<file path="src/rtl/rv_pkg.sv">
// rv_pkg: shared opcode constants, format enum and instruction-field struct
// used by the instruction encoder and its field packer.
package rv_pkg;

    localparam logic [6:0] OPC_R      = 7'b0110011;
    localparam logic [6:0] OPC_LOAD   = 7'b0000011;
    localparam logic [6:0] OPC_STORE  = 7'b0100011;
    localparam logic [6:0] OPC_BRANCH = 7'b1100011;

    typedef enum logic [2:0] {
        FMT_R,
        FMT_I,
        FMT_S,
        FMT_B,
        FMT_BAD
    } fmt_t;

    typedef struct packed {
        logic [6:0]  opcode;
        logic [4:0]  rd;
        logic [4:0]  rs1;
        logic [4:0]  rs2;
        logic [2:0]  funct3;
        logic [6:0]  funct7;
        logic [63:0] imm;
    } instr_fields_t;

    function automatic fmt_t opc_fmt(input logic [6:0] opc);
        case (opc)
            OPC_R:      return FMT_R;
            OPC_LOAD:   return FMT_I;
            OPC_STORE:  return FMT_S;
            OPC_BRANCH: return FMT_B;
            default:    return FMT_BAD;
        endcase
    endfunction

endpackage

</file>
<file path="src/rtl/instr_encoder_if.sv">
// instr_encoder_if: request and output handshake bundle of the encoder.
//   req_*  : decoded fields in, valid/ready handshake (master drives valid)
//   out_*  : encoded word and its byte address, valid/ready handshake
// Modports: master = program source / loader side, slave = encoder.
interface instr_encoder_if #(
    parameter int ADDR_W = 32
);
    logic              req_valid;
    logic              req_ready;
    logic [6:0]        req_opcode;
    logic [4:0]        req_rd;
    logic [4:0]        req_rs1;
    logic [4:0]        req_rs2;
    logic [2:0]        req_funct3;
    logic [6:0]        req_funct7;
    logic [63:0]       req_imm;
    logic              out_valid;
    logic              out_ready;
    logic [31:0]       out_instr;
    logic [ADDR_W-1:0] out_addr;

    modport master (
        output req_valid, req_opcode, req_rd, req_rs1, req_rs2,
               req_funct3, req_funct7, req_imm, out_ready,
        input  req_ready, out_valid, out_instr, out_addr
    );

    modport slave (
        input  req_valid, req_opcode, req_rd, req_rs1, req_rs2,
               req_funct3, req_funct7, req_imm, out_ready,
        output req_ready, out_valid, out_instr, out_addr
    );
endinterface

</file>
<file path="src/rtl/instr_pack.sv">
// instr_pack: combinational packer from decoded fields to a 32-bit RV64
// instruction word (R, load, store, branch), plus legality flag.
//   f     : decoded fields (branch imm is in halfword units)
//   instr : packed word (0 when bad)
//   bad   : unknown opcode, or out-of-range immediate when
//           IMM_RANGE_CHECK_EN is defined
// Macro: IMM_RANGE_CHECK_EN -- require signed 12-bit immediates for
// load/store/branch; otherwise upper immediate bits are ignored.
module instr_pack
    import rv_pkg::*;
(
    input  instr_fields_t f,
    output logic [31:0]   instr,
    output logic          bad
);

    logic imm_wide;

`ifdef IMM_RANGE_CHECK_EN
    // Signed 12-bit means bits 63..11 are a pure sign extension.
    assign imm_wide = !((&f.imm[63:11]) || !(|f.imm[63:11]));
`else
    logic unused_imm_hi;
    assign unused_imm_hi = ^f.imm[63:12];
    assign imm_wide      = 1'b0;
`endif

    always_comb begin
        instr = '0;
        bad   = 1'b0;
        case (opc_fmt(f.opcode))
            FMT_R: instr = {f.funct7, f.rs2, f.rs1, f.funct3, f.rd, f.opcode};
            FMT_I: begin
                instr = {f.imm[11:0], f.rs1, f.funct3, f.rd, f.opcode};
                bad   = imm_wide;
            end
            FMT_S: begin
                instr = {f.imm[11:5], f.rs2, f.rs1, f.funct3, f.imm[4:0], f.opcode};
                bad   = imm_wide;
            end
            FMT_B: begin
                instr = {f.imm[11], f.imm[9:4], f.rs2, f.rs1, f.funct3,
                         f.imm[3:0], f.imm[10], f.opcode};
                bad   = imm_wide;
            end
            default: bad = 1'b1;
        endcase
        if (bad) instr = '0;
    end

endmodule

</file>
<file path="src/rtl/instr_encoder.sv">
// instr_encoder: encodes decoded instruction requests into 32-bit words,
// tags each with a sequential byte address and buffers them in a FIFO for
// the instruction-memory loader.
//   clk, rst_n        : clock, async active-low reset
//   flush             : clear FIFO (address counter and err_cnt kept)
//   load_base/base_addr: reload address counter (bits [1:0] forced to 0)
//   bus (slave)       : request and output handshakes
//   err_pulse/err_cnt : dropped-request flag and saturating count
// Macro: IMM_RANGE_CHECK_EN (see instr_pack).
module instr_encoder
    import rv_pkg::*;
#(
    parameter int DEPTH  = 4,
    parameter int ADDR_W = 32
) (
    input  logic              clk,
    input  logic              rst_n,
    input  logic              flush,
    input  logic              load_base,
    input  logic [ADDR_W-1:0] base_addr,
    instr_encoder_if.slave    bus,
    output logic              err_pulse,
    output logic [7:0]        err_cnt
);

    localparam int PTR_W = $clog2(DEPTH);

    instr_fields_t     fields;
    logic [31:0]       packed_instr;
    logic              bad;
    logic [PTR_W-1:0]  rd_ptr, wr_ptr;
    logic [PTR_W:0]    count;
    logic [ADDR_W-1:0] addr_cnt, base_aligned, push_addr;
    logic [31:0]       mem_instr [DEPTH];
    logic [ADDR_W-1:0] mem_addr  [DEPTH];
    logic              accept, push, pop, drop;
    logic              unused_base;

    assign fields = '{opcode: bus.req_opcode, rd: bus.req_rd, rs1: bus.req_rs1,
                      rs2: bus.req_rs2, funct3: bus.req_funct3,
                      funct7: bus.req_funct7, imm: bus.req_imm};

    instr_pack u_pack (
        .f     (fields),
        .instr (packed_instr),
        .bad   (bad)
    );

    assign unused_base  = ^base_addr[1:0];
    assign base_aligned = {base_addr[ADDR_W-1:2], 2'b00};
    // A push in the same cycle as load_base takes the new base.
    assign push_addr    = load_base ? base_aligned : addr_cnt;

    assign bus.req_ready = (count != (PTR_W+1)'(DEPTH));
    assign bus.out_valid = (count != '0);
    assign bus.out_instr = bus.out_valid ? mem_instr[rd_ptr] : '0;
    assign bus.out_addr  = bus.out_valid ? mem_addr[rd_ptr]  : '0;

    assign accept = bus.req_valid && bus.req_ready && !flush;
    assign push   = accept && !bad;
    assign drop   = accept && bad;
    assign pop    = bus.out_valid && bus.out_ready && !flush;

    always_ff @(posedge clk) begin
        if (push) begin
            mem_instr[wr_ptr] <= packed_instr;
            mem_addr[wr_ptr]  <= push_addr;
        end
    end

    always_ff @(posedge clk or negedge rst_n) begin
        if (!rst_n) begin
            rd_ptr    <= '0;
            wr_ptr    <= '0;
            count     <= '0;
            addr_cnt  <= '0;
            err_pulse <= 1'b0;
            err_cnt   <= '0;
        end else if (flush) begin
            rd_ptr    <= '0;
            wr_ptr    <= '0;
            count     <= '0;
            err_pulse <= 1'b0;
        end else begin
            err_pulse <= drop;
            if (drop && err_cnt != 8'hFF) err_cnt <= err_cnt + 8'd1;
            if (push) begin
                wr_ptr   <= wr_ptr + 1'b1;
                addr_cnt <= push_addr + ADDR_W'(4);
            end else if (load_base) begin
                addr_cnt <= base_aligned;
            end
            if (pop) rd_ptr <= rd_ptr + 1'b1;
            case ({push, pop})
                2'b10:   count <= count + 1'b1;
                2'b01:   count <= count - 1'b1;
                default: count <= count;
            endcase
        end
    end

endmodule
</file>
<file path="src/flat_wrapper.sv">
// flat-port wrapper written by rule: the top's interface ports become plain ports
module instr_encoder_flat import rv_pkg::*;
#(
    parameter int DEPTH  = 4,
    parameter int ADDR_W = 32
)
  (clk, rst_n, flush, load_base, base_addr, err_pulse, err_cnt, bus_req_valid, bus_req_opcode, bus_req_rd, bus_req_rs1, bus_req_rs2, bus_req_funct3, bus_req_funct7, bus_req_imm, bus_out_ready, bus_req_ready, bus_out_valid, bus_out_instr, bus_out_addr);
  instr_encoder_if #(.ADDR_W(ADDR_W)) bus_i ();
  input  logic clk;
  input  logic rst_n;
  input  logic flush;
  input  logic load_base;
  input  logic [ADDR_W-1:0] base_addr;
  output logic err_pulse;
  output logic [7:0] err_cnt;
  input wire logic [$bits(bus_i.req_valid)-1:0] bus_req_valid;
  input wire logic [$bits(bus_i.req_opcode)-1:0] bus_req_opcode;
  input wire logic [$bits(bus_i.req_rd)-1:0] bus_req_rd;
  input wire logic [$bits(bus_i.req_rs1)-1:0] bus_req_rs1;
  input wire logic [$bits(bus_i.req_rs2)-1:0] bus_req_rs2;
  input wire logic [$bits(bus_i.req_funct3)-1:0] bus_req_funct3;
  input wire logic [$bits(bus_i.req_funct7)-1:0] bus_req_funct7;
  input wire logic [$bits(bus_i.req_imm)-1:0] bus_req_imm;
  input wire logic [$bits(bus_i.out_ready)-1:0] bus_out_ready;
  output wire logic [$bits(bus_i.req_ready)-1:0] bus_req_ready;
  output wire logic [$bits(bus_i.out_valid)-1:0] bus_out_valid;
  output wire logic [$bits(bus_i.out_instr)-1:0] bus_out_instr;
  output wire logic [$bits(bus_i.out_addr)-1:0] bus_out_addr;
  assign bus_i.req_valid = bus_req_valid;
  assign bus_i.req_opcode = bus_req_opcode;
  assign bus_i.req_rd = bus_req_rd;
  assign bus_i.req_rs1 = bus_req_rs1;
  assign bus_i.req_rs2 = bus_req_rs2;
  assign bus_i.req_funct3 = bus_req_funct3;
  assign bus_i.req_funct7 = bus_req_funct7;
  assign bus_i.req_imm = bus_req_imm;
  assign bus_i.out_ready = bus_out_ready;
  assign bus_req_ready = bus_i.req_ready;
  assign bus_out_valid = bus_i.out_valid;
  assign bus_out_instr = bus_i.out_instr;
  assign bus_out_addr = bus_i.out_addr;
  instr_encoder #(.DEPTH(DEPTH), .ADDR_W(ADDR_W)) u_core (.clk(clk), .rst_n(rst_n), .flush(flush), .load_base(load_base), .base_addr(base_addr), .bus(bus_i), .err_pulse(err_pulse), .err_cnt(err_cnt));
endmodule
</file>
<file path="config.mk">
export PLATFORM = sky130hd
export DESIGN_NAME = instr_encoder_flat
export DESIGN_NICKNAME = d
export VERILOG_FILES = /design/src/rtl/rv_pkg.sv /design/src/rtl/instr_encoder_if.sv /design/src/rtl/instr_pack.sv /design/src/rtl/instr_encoder.sv /design/src/flat_wrapper.sv
export SDC_FILE = /design/constraint.sdc
export NUM_CORES = 1
export LEC_CHECK = 0
export CAP_MARGIN = 20
export CORE_MARGIN = 2
export CORE_UTILIZATION = 58
export DETAILED_ROUTE_END_ITERATION = 8
export MAX_ROUTING_LAYER = met4
export PLACE_DENSITY = 0.85
export REMOVE_ABC_BUFFERS = 1
export SETUP_SLACK_MARGIN = 0.5
export SKIP_CTS_REPAIR_TIMING = 1
export SLEW_MARGIN = 20
export SYNTH_ARGS = -nofsm -noshare
export SYNTH_HDL_FRONTEND = slang
export SYNTH_SLANG_ARGS = --single-unit
</file>
<file path="constraint.sdc">
create_clock -name clk -period 5.1 [get_ports clk]
set_input_delay 1.53 -clock clk [delete_from_list [all_inputs] [get_ports clk]]
set_output_delay 1.53 -clock clk [all_outputs]
set_load 0.02 [all_outputs]
</file>
# Word level (Yosys, flattened, before mapping)
# Memory sizes are Yosys's and may differ from the RTL's.
# Cells that the tools add are included.
[totals]
regBits = 48
mem_bits_rw = 256
in_bits = 134
out_inout_bits = 75
memories = 2
[memory_table]
columns = ["memory", "words", "width", "rd", "rd_ports_with_merged_regs", "wr", "line", "text"]
rows = [
  ["u_core.mem_addr", 4, 32, 1, 0, 1, "instr_encoder.sv:35", "logic [ADDR_W-1:0] mem_addr [DEPTH];"],
  ["u_core.mem_instr", 4, 32, 1, 0, 1, "instr_encoder.sv:34", "logic [31:0] mem_instr [DEPTH];"],
]
[op_classes]
n_addsub = 6
n_eq_ne = 11
mux = 17
n_bitwise = 1
n_reduce_logical = 15
[op_table]
columns = ["op", "n"]
rows = [
  ["$mux W32", 5],
  ["$pmux W32 S4", 1],
  ["$add A32 B3 Y32 const B", 1],
  ["$eq A7 B6 Y1 const B", 2],
  ["$pmux W3 S4", 1],
  ["$add A8 B1 Y8 const B", 1],
  ["$mux W2", 4],
  ["$ne A8 B8 Y1 const B", 1],
  ["$eq A7 B2 Y1 const B", 1],
  ["$eq A7 B7 Y1 const B", 1],
  ["$logic_and A1 B1 Y1", 7],
  ["$eq A3 B2 Y1 const B", 2],
  ["$pmux W3 S2", 1],
  ["$reduce_bool A3 Y1", 2],
  ["$add A2 B1 Y2 const B", 2],
  ["$mux W1", 4],
  ["$reduce_bool A2 Y1", 2],
  ["$reduce_or A4 Y1", 1],
  ["$add A3 B1 Y3 const B", 1],
  ["$eq A3 B1 Y1 const B", 1],
  ["$logic_not A3 Y1", 1],
  ["$mux W3", 1],
  ["$ne A3 B3 Y1 const B", 1],
  ["$sub A3 B1 Y3 const B", 1],
  ["5 further kinds", 5],
]

# Logic depth before layout (Yosys ltp)
[logic_depth]
word_depth = 8
depth_mapped = 10

# By module
# Synthesis repeated with hierarchy kept, for this count alone.
[hier_totals]
cells_unflattened = 849
area_unflattened_um2 = 13586.8
[by_module_without_submodules]
columns = ["module", "instances", "cells_each", "area_per_inst_um2"]
rows = [
  ["instr_encoder", 1, 758, 12951.2],
  ["instr_pack", 1, 91, 635.6],
]

# Worst setup path after synthesis
# OpenSTA, ideal clock, no wires.
[synth_timing]
path_type = "input port to flip-flop"
startpoint = "input bus_req_opcode[6]"
endpoint = "memory u_core.mem_addr[0][0] (enable)"
setup_ps = 429
arrival_ps = 3952
slack_ps = 719
path_stages = 6
path_cell_list = "buf_2 nor2b_1 o211ai_2 inv_2 buf_2 and3_1"
[synth_via]
elab_chain_cells = 7
word_cells_on_any_way = 13
[synth_rtl]
columns = ["element", "line", "text"]
rows = [
  ["from (decl)", "flat_wrapper.sv:17", "input wire logic [$bits(bus_i.req_opcode)-1:0] bus_req_opcode;"],
  ["$eq A7 B7 Y1, or another cell as far along", "rv_pkg.sv:29", "case (opc)"],
  ["$pmux W3 S4 (*)", "rv_pkg.sv:29", ""],
  ["$eq A3 B2 Y1, or another cell as far along", "instr_pack.sv:31", "case (opc_fmt(f.opcode))"],
  ["$reduce_or A4 Y1 (no source line) (*)", "--", ""],
  ["$logic_and A1 B1 Y1 (*)", "instr_encoder.sv:60", "assign push = accept && !bad;"],
  ["$mux W1 (*)", "instr_encoder.sv:65", "if (push) begin"],
  ["$mux W1 (not written as such) (*)", "instr_encoder.sv:67", "mem_addr[wr_ptr] <= push_addr;"],
  ["to (decl)", "instr_encoder.sv:35", ""],
]
# Every way passes the cells marked *; elsewhere a longest branch is shown, timed or not.

# Worst setup path in the final report
[layout_timing]
startpoint = "register u_core.rd_ptr[0]"
endpoint = "output bus_out_addr[27]"
[layout_via]
elab_chain_cells = 2
[layout_rtl]
columns = ["element", "line", "text"]
rows = [
  ["from (decl)", "instr_encoder.sv:31", "logic [PTR_W-1:0] rd_ptr, wr_ptr;"],
  ["from (signal assigned)", "instr_encoder.sv:93", "if (pop) rd_ptr <= rd_ptr + 1'b1;"],
  ["$mem_v2 Z4 W32", "--", ""],
  ["$mux W32", "instr_encoder.sv:57", "assign bus.out_addr = bus.out_valid ? mem_addr[rd_ptr] : '0;"],
  ["to (decl)", "flat_wrapper.sv:28", "output wire logic [$bits(bus_i.out_addr)-1:0] bus_out_addr;"],
]
# Every way passes these cells.

==> results_dict.tcl <==
set metrics [dict create \
    outcome "finished, final reports clean" \
    dieArea_sq_mm 0.02434 \
    netlist_instances 817 \
    gr-usage-met2 0.4111 \
    coreArea_sq_mm 0.02264 \
    async_reset_ff_frac 0.1579 \
    setup_viol 0 \
    ant_nets 0 \
    hp-class "register to register" \
    grt_max_degree 67 \
    syn_area_sq_mm 0.01340 \
    met1_usage 0.3314 \
    h-tree-depth 1 \
    drt_iter0_markers 711 \
    viasPerCell 6.238 \
    cts_tree "yes" \
    synth_top_area_cell "edfxtp_1" \
    crit_type "register to output pin" \
    track_usage 0.2476 \
    cts_max_path_buffers 3 \
    ios 209 \
    powerDensity_mw_per_mm2 375.0 \
    synth_flop_cell "edfxtp_1" \
    firstDrtPassIters 5 \
    final_cell_area_sq_mm 0.01628 \
    dpl.hpwl_mm 18.18 \
    antenna_found_initial 0 \
    drc 0 \
    clock.fmax_ghz 0.2321 \
    grt.overflow.total 0 \
    initial_utilization 0.5920 \
    top_usage_layer "met2" \
    drv_slew 0 \
    reg2reg_slack_ns 2.57 \
    ys_warn_count 0 \
    totalWireLength_mm 29.20 \
    cts_root_buf "clkbuf_16" \
    post_drt_wl_per_cell_um 22.53 \
    period_needed_ns 4.309 \
    clk_pin_slew_ns 0.06 \
    max-slew-margin-rel 0.3432 \
    clk_latency_ns 0.54 \
    dpl_cell_area_sq_mm 0.01533 \
    syn2layout_area_growth_pct 21.42 \
    worstSetupStartpointType "register" \
    vias 8084 \
    synth_edf_count 256 \
    critPathRequiredTime_ns 3.57 \
    nets 1128 \
    synth_top_area_frac 0.5735 \
    synth_cell_types 70 \
    rsz0062_at_grt "false" \
    worst_pin_slew_ns 0.9762 \
    grt_pass1_vias 8197 \
    ir_worst_vdd_v 0.0003122 \
    end_kind "output pin" \
    numCtsBuffers 30 \
    leakage_nw 5.607 \
    portBuffers 154 \
    seq_area_frac_synth 0.6631 \
    gp_congestion 0.8194 \
    fin_skew_ns 0.01076 \
    ys_top_cells_by_area "edfxtp_1 (57%), mux4_2 (11%), dfrtp_1 (9.0%), and2_1 (3.7%), mux2_2 (2.1%)" \
    avgSynthCellArea_sq_um 16.41 \
    dieHeight_um 156.0 \
    min_period_over_period 0.8449 \
    cp_max_fo 66 \
    grt_pass1_wl_mm 44.87 \
    hold_viol_final 0 \
    clkSinkCount 304 \
    maxCapViolations 0 \
    grt_use_met3 0.03806 \
    tns_ns 0 \
    p_total_mw 6.103 \
    arrival_ns 2.78 \
    fp.dieW_um 156.0 \
    diodes 0 \
    drive_above_1_share 0.1790 \
    ys_ff_latch 304 \
    rows 55 \
]
[synth_stat cells, drive strengths merged (4+ instances only)]
master,n
nand2,45
o31ai,20
a22o,6
xnor2,13
o21ai,15
ha,6
clkbuf,26
a222oi,11
o211ai,5
and3,13
mux2,27
and2,80
nand4b,4
and4b,4
inv,23
nand4,7
nor3,14
nor4,13
edfxtp,256
and4,14
a21oi,8
buf,17
nor2b,4
a31oi,9
mux4,64
nand3,7
xor2,5
mux2i,4
dfrtp,48
nor2,12
[worst paths after layout]
kind                       cells after the start                  end                start
setup / recovery                               4     bus_out_addr[27]     u_core.rd_ptr[0]
hold / removal                                 2  u_core.addr_cnt[26]  u_core.addr_cnt[26]
setup reg to reg                               9      u_core.count[2]      u_core.count[0]
hold reg to reg                                2  u_core.addr_cnt[26]  u_core.addr_cnt[26]
max in group asynchronous                      2     u_core.rd_ptr[0]                rst_n
min in group asynchronous                      1  u_core.addr_cnt[17]                rst_n
[layout make-up]
cell class              instances  area (sq um)
well taps                     285         356.6
multi-input cells             454          4259
fillers                      1435          6365
inverters                      23         86.33
clock buffers                  40         819.5
flip-flops and latches        304          8894
repair buffers                174          1739
clock inverters                16         121.4
[metrics by stage]
stage | hold WS (ns) | cells | util | worst slack (ns)
after floorplan | 0.4427 | 781 | - | 0.09522
after global placement | 0.4584 | 1240 | 0.6771 | 0.9756
after detailed placement | 0.4670 | 1240 | 0.6771 | 0.8767
after CTS | 0.4812 | 1296 | 0.7187 | 0.6409
after global routing | 0.5070 | 1296 | 0.7189 | 0.6784
final | 0.4836 | 1296 | 0.7189 | 0.7908
[worst max-delay path: stages (launching register included)]
cell and delay [ns]:
dfrtp_4 0.42, buf_12 0.43, mux4_2 0.58, and2_1 0.18, clkdlybuf4s50_1 0.57
[layout by cell type (no fill, tap or decap), types with 15 or more instances in the layout]
master,netlist,routed
nand2_1,45,45
mux4_2,64,64
o31ai_1,20,20
mux2_2,25,25
clkdlybuf4s50_1,0,151
dfrtp_1,48,46
and2_1,80,80
buf_4,0,15
inv_1,22,22
clkbuf_16,0,31
edfxtp_1,256,256
[routing by layer]
layer	routed length, um	part of all wire	vias up
met1	11990	0.41	4154
li1	-	-	3587
met4	395	0.014	0
met5	0	0	-
met3	2176	0.075	33
met2	14650	0.50	310
[kinds of logic (layout without fill, tap and decap cells)]
logic type               count (synthesis)  count (layout)  synth area share
flip-flops                             304             304            0.6631
AND/OR/NAND/NOR                        235             235            0.1079
multiplexers                            95              95            0.1338
AO/OA/AOI/OAI                           91              91           0.05423
buffers and inverters                   66             253           0.02184
XOR/XNOR                                18              18           0.01176
adder cells (fa/ha/maj)                  7               7          0.007094
other                                    1               8         0.0002798
[registers in the layout, indices dropped and copies added (netlist names)]
name              cells
u_core.mem_addr     128
u_core.addr_cnt      32
u_core.wr_ptr         2
u_core.mem_instr    128
u_core.rd_ptr         2
u_core.err_cnt        8
u_core.count          3
u_core.err_pulse      1
[where the power goes]
| part | switching (mW) | internal, mW | leakage [nW] | total (mW) |
|---|---|---|---|---|
| Sequential | 0.0604 | 2.76 | 2.95 | 2.82 |
| Combinational | 0.602 | 0.586 | 2.19 | 1.19 |
| Clock | 0.870 | 1.22 | 0.465 | 2.09 |
| Total | 1.53 | 4.57 | 5.61 | 6.10 |
No activity file was read; power rests on OpenSTA's default activity.
